<file path="src/rtl/serial_pattern_sender.sv">
// Serialises a captured WIDTH-bit pattern MSB-first onto sdata/sclk for an
// external shift-register chain, then strobes slatch and counts the frame.
module serial_pattern_sender #(
  parameter int WIDTH        = 120,
  parameter int CLK_DIV      = 4,
  parameter int LATCH_CYCLES = 2
) (
  input  logic             clk,
  input  logic             reset,
  input  logic             newGo,
  input  logic [WIDTH-1:0] newSW,
  output logic             Ready2Go,
  output logic             sdata,
  output logic             sclk,
  output logic             slatch,
  output logic [7:0]       frameCount
);

  localparam int BIT_W   = (WIDTH > 1) ? $clog2(WIDTH) : 1;
  localparam int CNT_MAX = (CLK_DIV > LATCH_CYCLES) ? CLK_DIV : LATCH_CYCLES;
  localparam int CNT_W   = (CNT_MAX > 1) ? $clog2(CNT_MAX) : 1;

  localparam logic [BIT_W-1:0] BIT_LAST   = BIT_W'(WIDTH - 1);
  localparam logic [CNT_W-1:0] DIV_LAST   = CNT_W'(CLK_DIV - 1);
  localparam logic [CNT_W-1:0] LATCH_LAST = CNT_W'(LATCH_CYCLES - 1);

  typedef enum logic [1:0] {
    S_IDLE  = 2'd0,
    S_SETUP = 2'd1,
    S_HIGH  = 2'd2,
    S_LATCH = 2'd3
  } state_e;

  state_e             state_q,     state_d;
  logic [WIDTH-1:0]   shift_q,     shift_d;
  logic [BIT_W-1:0]   bit_cnt_q,   bit_cnt_d;
  logic [CNT_W-1:0]   div_cnt_q,   div_cnt_d;
  logic [7:0]         frame_cnt_q, frame_cnt_d;
  logic               ready_q,     ready_d;
  logic               sdata_q,     sdata_d;
  logic               sclk_q,      sclk_d;
  logic               slatch_q,    slatch_d;

  // Next-state logic for the transfer sequencer.
  always_comb begin
    state_d     = state_q;
    shift_d     = shift_q;
    bit_cnt_d   = bit_cnt_q;
    div_cnt_d   = div_cnt_q;
    frame_cnt_d = frame_cnt_q;
    case (state_q)
      S_IDLE: begin
        if (newGo) begin
          shift_d   = newSW;
          bit_cnt_d = BIT_LAST;
          div_cnt_d = '0;
          state_d   = S_SETUP;
        end else begin
          state_d   = S_IDLE;
        end
      end
      S_SETUP: begin
        if (div_cnt_q == DIV_LAST) begin
          div_cnt_d = '0;
          state_d   = S_HIGH;
        end else begin
          div_cnt_d = div_cnt_q + CNT_W'(1);
        end
      end
      S_HIGH: begin
        if (div_cnt_q == DIV_LAST) begin
          div_cnt_d = '0;
          if (bit_cnt_q == '0) begin
            state_d = S_LATCH;
          end else begin
            shift_d   = shift_q << 1;
            bit_cnt_d = bit_cnt_q - BIT_W'(1);
            state_d   = S_SETUP;
          end
        end else begin
          div_cnt_d = div_cnt_q + CNT_W'(1);
        end
      end
      S_LATCH: begin
        if (div_cnt_q == LATCH_LAST) begin
          div_cnt_d   = '0;
          frame_cnt_d = frame_cnt_q + 8'd1;
          state_d     = S_IDLE;
        end else begin
          div_cnt_d   = div_cnt_q + CNT_W'(1);
        end
      end
      default: begin
        div_cnt_d = '0;
        state_d   = S_IDLE;
      end
    endcase
  end

  // Outputs are decoded from the next state so the flops present them in
  // the same cycle the state register enters that state.
  always_comb begin
    ready_d  = 1'b0;
    sdata_d  = 1'b0;
    sclk_d   = 1'b0;
    slatch_d = 1'b0;
    case (state_d)
      S_IDLE:  ready_d = 1'b1;
      S_SETUP: sdata_d = shift_d[WIDTH-1];
      S_HIGH: begin
        sdata_d = shift_d[WIDTH-1];
        sclk_d  = 1'b1;
      end
      S_LATCH: slatch_d = 1'b1;
      default: ready_d = 1'b0;
    endcase
  end

  // State and output registers; reset clears everything asynchronously.
  always_ff @(posedge clk or posedge reset) begin
    if (reset) begin
      state_q     <= S_IDLE;
      shift_q     <= '0;
      bit_cnt_q   <= '0;
      div_cnt_q   <= '0;
      frame_cnt_q <= 8'd0;
      ready_q     <= 1'b1;
      sdata_q     <= 1'b0;
      sclk_q      <= 1'b0;
      slatch_q    <= 1'b0;
    end else begin
      state_q     <= state_d;
      shift_q     <= shift_d;
      bit_cnt_q   <= bit_cnt_d;
      div_cnt_q   <= div_cnt_d;
      frame_cnt_q <= frame_cnt_d;
      ready_q     <= ready_d;
      sdata_q     <= sdata_d;
      sclk_q      <= sclk_d;
      slatch_q    <= slatch_d;
    end
  end

  assign Ready2Go   = ready_q;
  assign sdata      = sdata_q;
  assign sclk       = sclk_q;
  assign slatch     = slatch_q;
  assign frameCount = frame_cnt_q;

endmodule

</file>
<file path="config.mk">
export PLATFORM = sky130hd
export DESIGN_NAME = serial_pattern_sender
export DESIGN_NICKNAME = d
export VERILOG_FILES = /design/src/rtl/serial_pattern_sender.sv
export SDC_FILE = /design/constraint.sdc
export NUM_CORES = 1
export LEC_CHECK = 0
export ABC_CLOCK_PERIOD_IN_PS = 9490
export CAP_MARGIN = 25
export CORE_MARGIN = 2
export CORE_UTILIZATION = 50
export CTS_CLUSTER_SIZE = 25
export DETAILED_ROUTE_END_ITERATION = 12
export PLACE_DENSITY = 0.8
export SYNTH_ARGS = -nofsm -noshare
export SYNTH_HDL_FRONTEND = slang
export SYNTH_SLANG_ARGS = --single-unit
</file>
<file path="constraint.sdc">
create_clock -name clk -period 9.49 [get_ports clk]
set_input_delay 2.3725 -clock clk [delete_from_list [all_inputs] [get_ports clk]]
set_output_delay 2.3725 -clock clk [all_outputs]
set_load 0.01 [all_outputs]
</file>
==> Word-level counts from Yosys, hierarchy flattened <==
Index checks and enable logic that the tools add are counted.
{ "totals": {"reg_bits": 143, "inputBits": 123, "output_inout_bits": 12, "word_cells": 54} }
{ "classes": {"n_addsub": 3, "n_eq_ne": 11, "mux": 22, "n_reduce_logical": 8} }
{ "ops": {"columns": ["cell", "n"], "rows": [
  ["120-bit two-way mux", 3],
  ["120-bit case mux with 2 select lines", 1],
  ["7-bit two-way mux", 3],
  ["2-bit two-way mux", 7],
  ["7-bit case mux with 2 select lines", 1],
  ["2-bit equality test, second input constant", 5],
  ["8-bit by 1-bit adder with 8-bit output, second input constant", 1],
  ["2-bit case mux with 4 select lines", 1],
  ["7-bit logical NOT", 1],
  ["7-bit by 1-bit subtractor with 7-bit output, second input constant", 1],
  ["2-bit by 1-bit equality test with 1-bit output, second input constant", 3],
  ["2-bit inequality test, second input constant", 3],
  ["2-bit case mux with 3 select lines", 1],
  ["1-bit two-way mux", 5],
  ["2-bit logical NOT", 2],
  ["4-bit AND reduction", 1],
  ["2-bit OR reduction", 2],
  ["2-bit by 1-bit adder with 2-bit output, second input constant", 1],
  ["2-bit AND reduction", 1],
  ["2-bit nonzero test", 1]
]} }

==> Logic depth before layout (Yosys ltp) <==
Gate-level depths: netlist of the first run.
{ "depth": {"depth_word": 7, "depth_mapped": 8, "depth_no_buf": 8} }

==> Worst setup path before layout of the first run <==
No wires, ideal clock.
{ "synth_timing": {"kind": "input -> register", "from": "in newGo", "to": "reg shift_q[5]", "setup_time_ps": 123, "arrival_time_ps": 3266, "required_ps": 9367, "setup_slack_ps": 6102, "stages": 6, "n_path_buf": 2, "cell_sequence": "mux2i_1 -> a211o_1 -> buf_6 -> buf_8 -> a221oi_2 -> nor2_1"} }
{ "synth_between": {"elab_chain_cells": 2} }
{ "synth_rtl": {"columns": ["element", "line", "rtl"], "rows": [
  ["start, declared", "10", "input logic newGo,"],
  ["2-bit inequality test (no line)", null, null],
  ["4-bit AND reduction (no line)", null, null],
  ["end signal, assigned", "133", "shift_q <= shift_d;"],
  ["end, declared", "35", "logic [WIDTH-1:0] shift_q, shift_d;"]
]} }
Every way passes these cells.
A chain may end at the register's enable or synchronous reset.

==> Final worst setup path of the first run <==
{ "layout_timing": {"from": "in newGo", "to": "reg shift_q[51]"} }
The elaborated chain is that of the path after synthesis.

==> results of run 1 <==
## per-stage QoR
| stage | hold WS, ps | std cells | instance area, sq um | setup slack (ps) |
|---|---|---|---|---|
| 6_report | 479 | 950 | 9040 | 4650 |
| 5_1_grt | 497 | 950 | 9040 | 4470 |
| 4_1_cts | 475 | 950 | 9040 | 4650 |
| 3_5_place_dp | 463 | 918 | 8460 | 4220 |
| 3_3_place_gp | 452 | 917 | 8450 | 4060 |
| 2_1_floorplan | 440 | 650 | 7170 | 3280 |
## layout make-up
cell class / count / area (sq um)
inverter: 12 / 50.0
clock inverter: 5 / 50.0
timing repair buffer: 141 / 1400
fill: 1068 / 4890
clock buffer: 27 / 533
tap: 180 / 225
sequential: 143 / 3580
multi-input combinational: 442 / 3200
## routing by layer
layer / share of wire (%) / vias to the layer above
met5: 0 / -
li1: - / 2551
met4: 1.4 / 0
met3: 5.6 / 15
met1: 41 / 2714
met2: 52 / 127
## critical path, stage by stage
cell	delay, ps
clkdlybuf4s50_1	460
mux2i_1	410
a211o_4	800
buf_4	850
a221oi_2	70
nor2_1	160
## power by group through the flow
| stage | clock network (mW) | logic [mW] | registers [mW] |
|---|---|---|---|
| finish | 0.648 | 0.775 | 1.10 |
| floorplan | 0 | 0.635 | 1.06 |
| global route | 0.687 | 0.875 | 1.13 |
| global placement | 0 | 0.737 | 1.08 |
| detailed placement | 0 | 0.778 | 1.10 |
| CTS | 0.659 | 0.785 | 1.09 |
## worst min-delay path by stage
stage                  start            end  slack, ps
2_1_floorplan     shift_q[0]     shift_q[0]        440
3_3_place_gp      shift_q[0]     shift_q[0]        450
3_5_place_dp      shift_q[0]     shift_q[0]        460
4_1_cts           shift_q[0]     shift_q[0]        480
5_1_grt        frameCount[7]  frameCount[7]        500
6_report          shift_q[0]     shift_q[0]        480
## synth_stat cells (2+ instances only)
library cell    n
a221oi_2      100
a21o_1          2
xor2_1          2
buf_2          39
a31o_2          3
nand2_1        12
dfrtp_1       142
nor3_1          2
a221oi_1       18
buf_8          10
inv_1          12
o21ai_0         8
a21oi_1         3
clkbuf_1        2
and3_1          2
xnor2_1         5
nand3_1         3
nor2_1        245
nand4_1         3
ha_1           12
a22oi_1         2
nor2b_1         7
## sequential cells by signal, summed over array words and instances (netlist names)
signal / cells
frameCount: 8
div_cnt_q: 2
shift_q: 120
state_q: 2
Ready2Go: 1
slatch: 1
sclk: 1
bit_cnt_q: 7
sdata: 1
## logic make-up after synthesis
group	after synthesis	share of synthesized area, %
simple gates	279	15.6
buf+inv	65	5.81
flops	143	49.9
fa+ha+maj	12	2.09
xor+xnor	7	0.855
compound gates	142	25.4
mux	2	0.296
## placed cells by master (no fill, tap or decap), types with 3 or more instances in the layout
master / count
nand4_1: 3
clkbuf_8: 7
dfrtp_1: 142
clkdlybuf4s50_1: 134
nor2b_1: 7
o21ai_0: 8
xnor2_1: 5
nand3_1: 3
a221oi_1: 18
nand2_1: 12
clkbuf_16: 17
ha_1: 12
clkbuf_1: 3
inv_1: 11
a31o_2: 3
nor2_1: 245
clkinv_2: 4
a221oi_2: 100
buf_4: 6
a21oi_1: 3
==> flow_metrics.env, run 1 <==
export IMPL_run_status="finished clean"
export IMPL_synth_ff_latch_count=143
export IMPL_p_seq_share_pct=43.5
export IMPL_setup_total_negative_slack_ps=0
export IMPL_synthCells=650
export IMPL_gp_routability_congestion=0.787
export IMPL_die_width_um=124
export IMPL_ys_warns=0
export IMPL_finalWirelength_mm=16.3
export IMPL_grt_antenna_before_repair=1
export IMPL_crit_path_max_fanout=64
export IMPL_worstSkewPairLatency_ps=420
export IMPL_worstSetupEndpoint="shift_q[51]"
export IMPL_comb_power_share_pct=30.8
export IMPL_final_max_slew_viol_count=0
export IMPL_cellPowerDensity_nw_per_um2=278
export IMPL_cts_post_setup_buffers_inserted=0
export IMPL_worstSetupStartpoint="newGo"
export IMPL_overflow=0
export IMPL_first_pass_iters=4
export IMPL_route_antenna_remaining_nets=0
export IMPL_drc=0
export IMPL_core_footprint_sq_um=13900
export IMPL_start_kind="input pin"
export IMPL_hold_path_class="flop to flop"
export IMPL_power_share_clock_pct=25.7
export IMPL_first_global_vias=5334
export IMPL_fp_dieH_um=124
export IMPL_worstHoldPathCells=2
export IMPL_postSynth_asyncResetShare_pct=100
export IMPL_worst_slew_pin_slew_ps=1030
export IMPL_tritoncts_num_sinks=143
export IMPL_route_detailed_vias_per_inst=5.69
export IMPL_design_die_area_sq_um=15300
export IMPL_top_level_ports=135
export IMPL_maximum_number_of_pins_on_one_net_before_global_route_repair=100
export IMPL_cts_clock_pin_slew_for_the_worst_setup_and_hold_paths_ps=50
export IMPL_drt_wirelength_per_cell_um=17.1
export IMPL_sw_frac_of_total_pct=35.1
export IMPL_post_synth_main_area_contributors="dfrtp_1 (50%), a221oi_2 (21%), nor2_1 (13%)"
export IMPL_final_min_clock_period_ps=4840
export IMPL_port_buffers=134
export IMPL_use_met1_pct=27.7
export IMPL_detail_route_iter0_violations=500
export IMPL_synth_edff_count=0
export IMPL_final_hold_viol_count=0
export IMPL_timing_rr_end="shift_q[116]"
export IMPL_critical_path_required_ps=9820
export IMPL_leakage_nw=3.89
export IMPL_worst_ep_arrival_time_ps=5170
export IMPL_cts_inserted_buffers=17
export IMPL_cts_max_level=4
export IMPL_grt_setup_unrepaired="no"
export IMPL_power_net_switching_mw=0.885
export IMPL_synth_distinct_cells=38
export IMPL_diodes=0
export IMPL_area_share_of_the_largest_cell_type_after_synthesis_pct=49.5
export IMPL_worstRegToRegCells=8
export IMPL_grt_busiest_layer="met2"
export IMPL_postLayoutCoreUtil_pct=64.9
export IMPL_synth_seq_area_share_pct=49.9
export IMPL_synth_main_ff_cell="dfrtp_1"
export IMPL_grt_util_all_layers_pct=21.7
export IMPL_layout_worst_path_cycle_share_pct=51.0
export IMPL_cell_type_with_the_highest_aggregate_area_in_the_netlist="dfrtp_1"
export IMPL_relSlewSlack_pct=31.3
export IMPL_num_vias=5407
export IMPL_synth_net_count=785
export IMPL_grtUsageMet2_pct=36.2
export IMPL_number_of_gates_resized_after_cts=0
export IMPL_tritoncts_clock_tree="done"
export IMPL_wire_length_of_the_first_global_routing_pass_mm=25.9
export IMPL_total_setup_violations_reported_at_the_end_of_the_flow=0
export IMPL_total_power_mw=2.52
export IMPL_setup_reg_to_reg_worst_slack_ps=5920
export IMPL_cts_max_path_buffers=2
export IMPL_met3_usage_grt_pct=5.68
export IMPL_finalNetCount=892
export IMPL_worstSetupPathType="input pin to flop"
export IMPL_post_route_cells_drive_above_1_share_pct=19.2
export IMPL_endpoint_kind="flop"
export IMPL_cap_viol_max_count=0
export IMPL_cts_root_buffer="clkbuf_16"
export IMPL_final_setup_skew_ps=6.17
export IMPL_ctsHoldBuffers=0
export IMPL_synthesis_area_sq_um=7170
export IMPL_vdd_ir_drop_max_v=0.000175
export IMPL_internal_power_mw=1.63
export IMPL_num_rows=43
export IMPL_place_detailed_hpwl_mm=10.2
export IMPL_max_freq_ghz=0.207
export IMPL_floorplan_initialDensity_pct=51.5
export IMPL_avgSynthCellArea_sq_um=11.0
export IMPL_regToRegStartpoint="bit_cnt_q[0]"
export IMPL_area_delta_synth_final_pct=26.1
Power figures use the tool's default switching activity.
==> run 2: changes to the inputs <==
Settings changed: ABC_CLOCK_PERIOD_IN_PS 9490 to 4300, CORE_UTILIZATION 50 to 48.
Clock period 9.49 ns to 4.3 ns, I/O delays scaled along.
==> run 2 against run 1 <==
- clock skew up 5.8 ps
- final cell count up 0.84%
- flip-flop and latch count unchanged
- cell area up 0.40%
- power up 120%
- register-to-register slack worse by 4400 ps
- die area up 4.0%
- hold slack worse by 13 ps
- non-clock buffer count up 6
- global-route usage down 0.32 points
- utilization down 2.7 points
- critical path type is now flop to flop
- critical endpoint is now shift_q[109]
- highest routed layer unchanged
==> flow_metrics.env, run 2 (synthesis results as in run 1) <==
export IMPL_core_footprint_sq_um=14600
export IMPL_min_delay_src="shift_q[0]"
export IMPL_endpoint_kind="flop"
export IMPL_ctsHoldBuffers=0
export IMPL_final_hold_viol_count=0
export IMPL_num_vias=5429
export IMPL_cts_root_buffer="clkbuf_16"
export IMPL_first_pass_iters=4
export IMPL_stdcell_count=958
export IMPL_place_detailed_hpwl_mm=10.6
export IMPL_worstHoldPathCells=2
export IMPL_cap_viol_max_count=0
export IMPL_overflow=0
export IMPL_total_setup_violations_reported_at_the_end_of_the_flow=0
export IMPL_setup_total_negative_slack_ps=0
export IMPL_area_delta_synth_final_pct=26.6
export IMPL_run_status="finished clean"
export IMPL_crit_path_max_fanout=64
export IMPL_cts_max_path_buffers=2
export IMPL_finalNetCount=898
export IMPL_final_setup_skew_ps=12.0
export IMPL_worst_slew_pin_slew_ps=975
export IMPL_design_die_area_sq_um=15900
export IMPL_final_cell_mix="nor2_1 (245), dfrtp_1 (142), clkdlybuf4s50_1 (134), a221oi_2 (100), a221oi_1 (18)"
export IMPL_timing_hold_ws_ps=466
export IMPL_drt_wirelength_per_cell_um=17.1
export IMPL_number_of_gates_resized_after_cts=0
export IMPL_cts_max_level=4
export IMPL_cts_inserted_buffers=17
export IMPL_vdd_ir_drop_max_v=0.000312
export IMPL_worstSkewPairLatency_ps=410
export IMPL_worstSetupPathType="flop to flop"
export IMPL_grt_util_all_layers_pct=21.4
export IMPL_max_flop_register="shift_q"
export IMPL_maximum_number_of_pins_on_one_net_before_global_route_repair=78
export IMPL_relSlewSlack_pct=35.0
export IMPL_hold_path_class="flop to flop"
export IMPL_post_route_cells_drive_above_1_share_pct=19.6
export IMPL_critical_path_required_ps=4640
export IMPL_mostFrequentLayoutCell="nor2_1"
export IMPL_num_rows=44
export IMPL_total_power_mw=5.50
export IMPL_gp_routability_congestion=0.764
export IMPL_route_antenna_remaining_nets=0
export IMPL_largest_register_ff_count=120
export IMPL_wire_length_of_the_first_global_routing_pass_mm=27.5
export IMPL_setup_reg_to_reg_worst_slack_ps=1500
export IMPL_post_place_cells=928
export IMPL_top_level_ports=135
export IMPL_floorplan_initialDensity_pct=49.2
export IMPL_max_freq_ghz=0.357
export IMPL_worst_ep_arrival_time_ps=3140
export IMPL_final_min_clock_period_ps=2800
export IMPL_cts_clock_pin_slew_for_the_worst_setup_and_hold_paths_ps=60
export IMPL_fp_dieH_um=126
export IMPL_route_detailed_vias_per_inst=5.67
export IMPL_leakage_nw=3.90
export IMPL_tritoncts_num_sinks=143
export IMPL_worstRegToRegCells=7
export IMPL_first_global_vias=5500
export IMPL_grt_setup_unrepaired="no"
export IMPL_timing_rr_end="shift_q[109]"
export IMPL_regToRegStartpoint="state_q[0]"
export IMPL_cts_post_setup_buffers_inserted=0
export IMPL_finalWirelength_mm=16.4
export IMPL_layout_worst_path_cycle_share_pct=65.1
export IMPL_tritoncts_clock_tree="done"
export IMPL_hold_end="shift_q[0]"
export IMPL_die_width_um=126
export IMPL_drc=0
export IMPL_cellPowerDensity_nw_per_um2=605
export IMPL_port_buffers=134
export IMPL_start_kind="flop"
export IMPL_final_max_slew_viol_count=0
export IMPL_postLayoutCoreUtil_pct=62.2
export IMPL_grt_antenna_before_repair=0
export IMPL_detail_route_iter0_violations=380
export IMPL_diodes=0
==> run 2: changes by cell type in the layout (fill, tap and decap cells not counted) <==
cell        change
clkinvlp_4      +2
clkinv_2        +1
buf_4           +4
buf_8           -1
clkbuf_8        -4
inv_6           -1
buf_12          +3
==> run 2: layout make-up <==
cell class	count	area, sq um
tap	184	230
clock buffer	23	478
multi-input combinational	442	3200
fill	1143	5510
sequential	143	3580
inverter	12	48.8
timing repair buffer	147	1480
clock inverter	7	62.6
==> run 2: critical path: stages, from the launching register on <==
cell      delay, ps
dfrtp_1         420
inv_1           100
ha_1            270
nand2_1         130
a21oi_4         580
buf_4           860
a221oi_1        170
nor2_1          160
==> run 2: worst max path at each step <==
stage	slack, ps	endpoint	start	depth (start not counted)
2_1_floorplan	1430	bit_cnt_q[0]	reset	1
3_3_place_gp	1350	shift_q[111]	newGo	5
3_5_place_dp	1270	shift_q[110]	newGo	5
4_1_cts	1480	shift_q[110]	state_q[0]	7
5_1_grt	1190	shift_q[109]	state_q[0]	7
6_report	1500	shift_q[109]	state_q[0]	7
==> run 2: where the power goes <==
part	switching, mW	internal (mW)	total [mW]
registers	0.445	1.96	2.41
logic	0.978	0.753	1.73
clock network	0.529	0.829	1.36
total	1.95	3.55	5.50
==> run 2: per-layer routing <==
metal,vias to the layer above,share of wire [%],track usage [%]
met5,-,0,0
met4,0,1.6,7.56
met3,17,4.8,5.52
met2,125,50,35.0
met1,2718,43,27.7
li1,2569,-,-
==> run 2: per-stage QoR <==
step | cell area, sq um | setup WS [ps]
6_report | 9080 | 1500
3_5_place_dp | 8540 | 1270
5_1_grt | 9080 | 1190
4_1_cts | 9080 | 1480
3_3_place_gp | 8540 | 1350
2_1_floorplan | 7180 | 1430
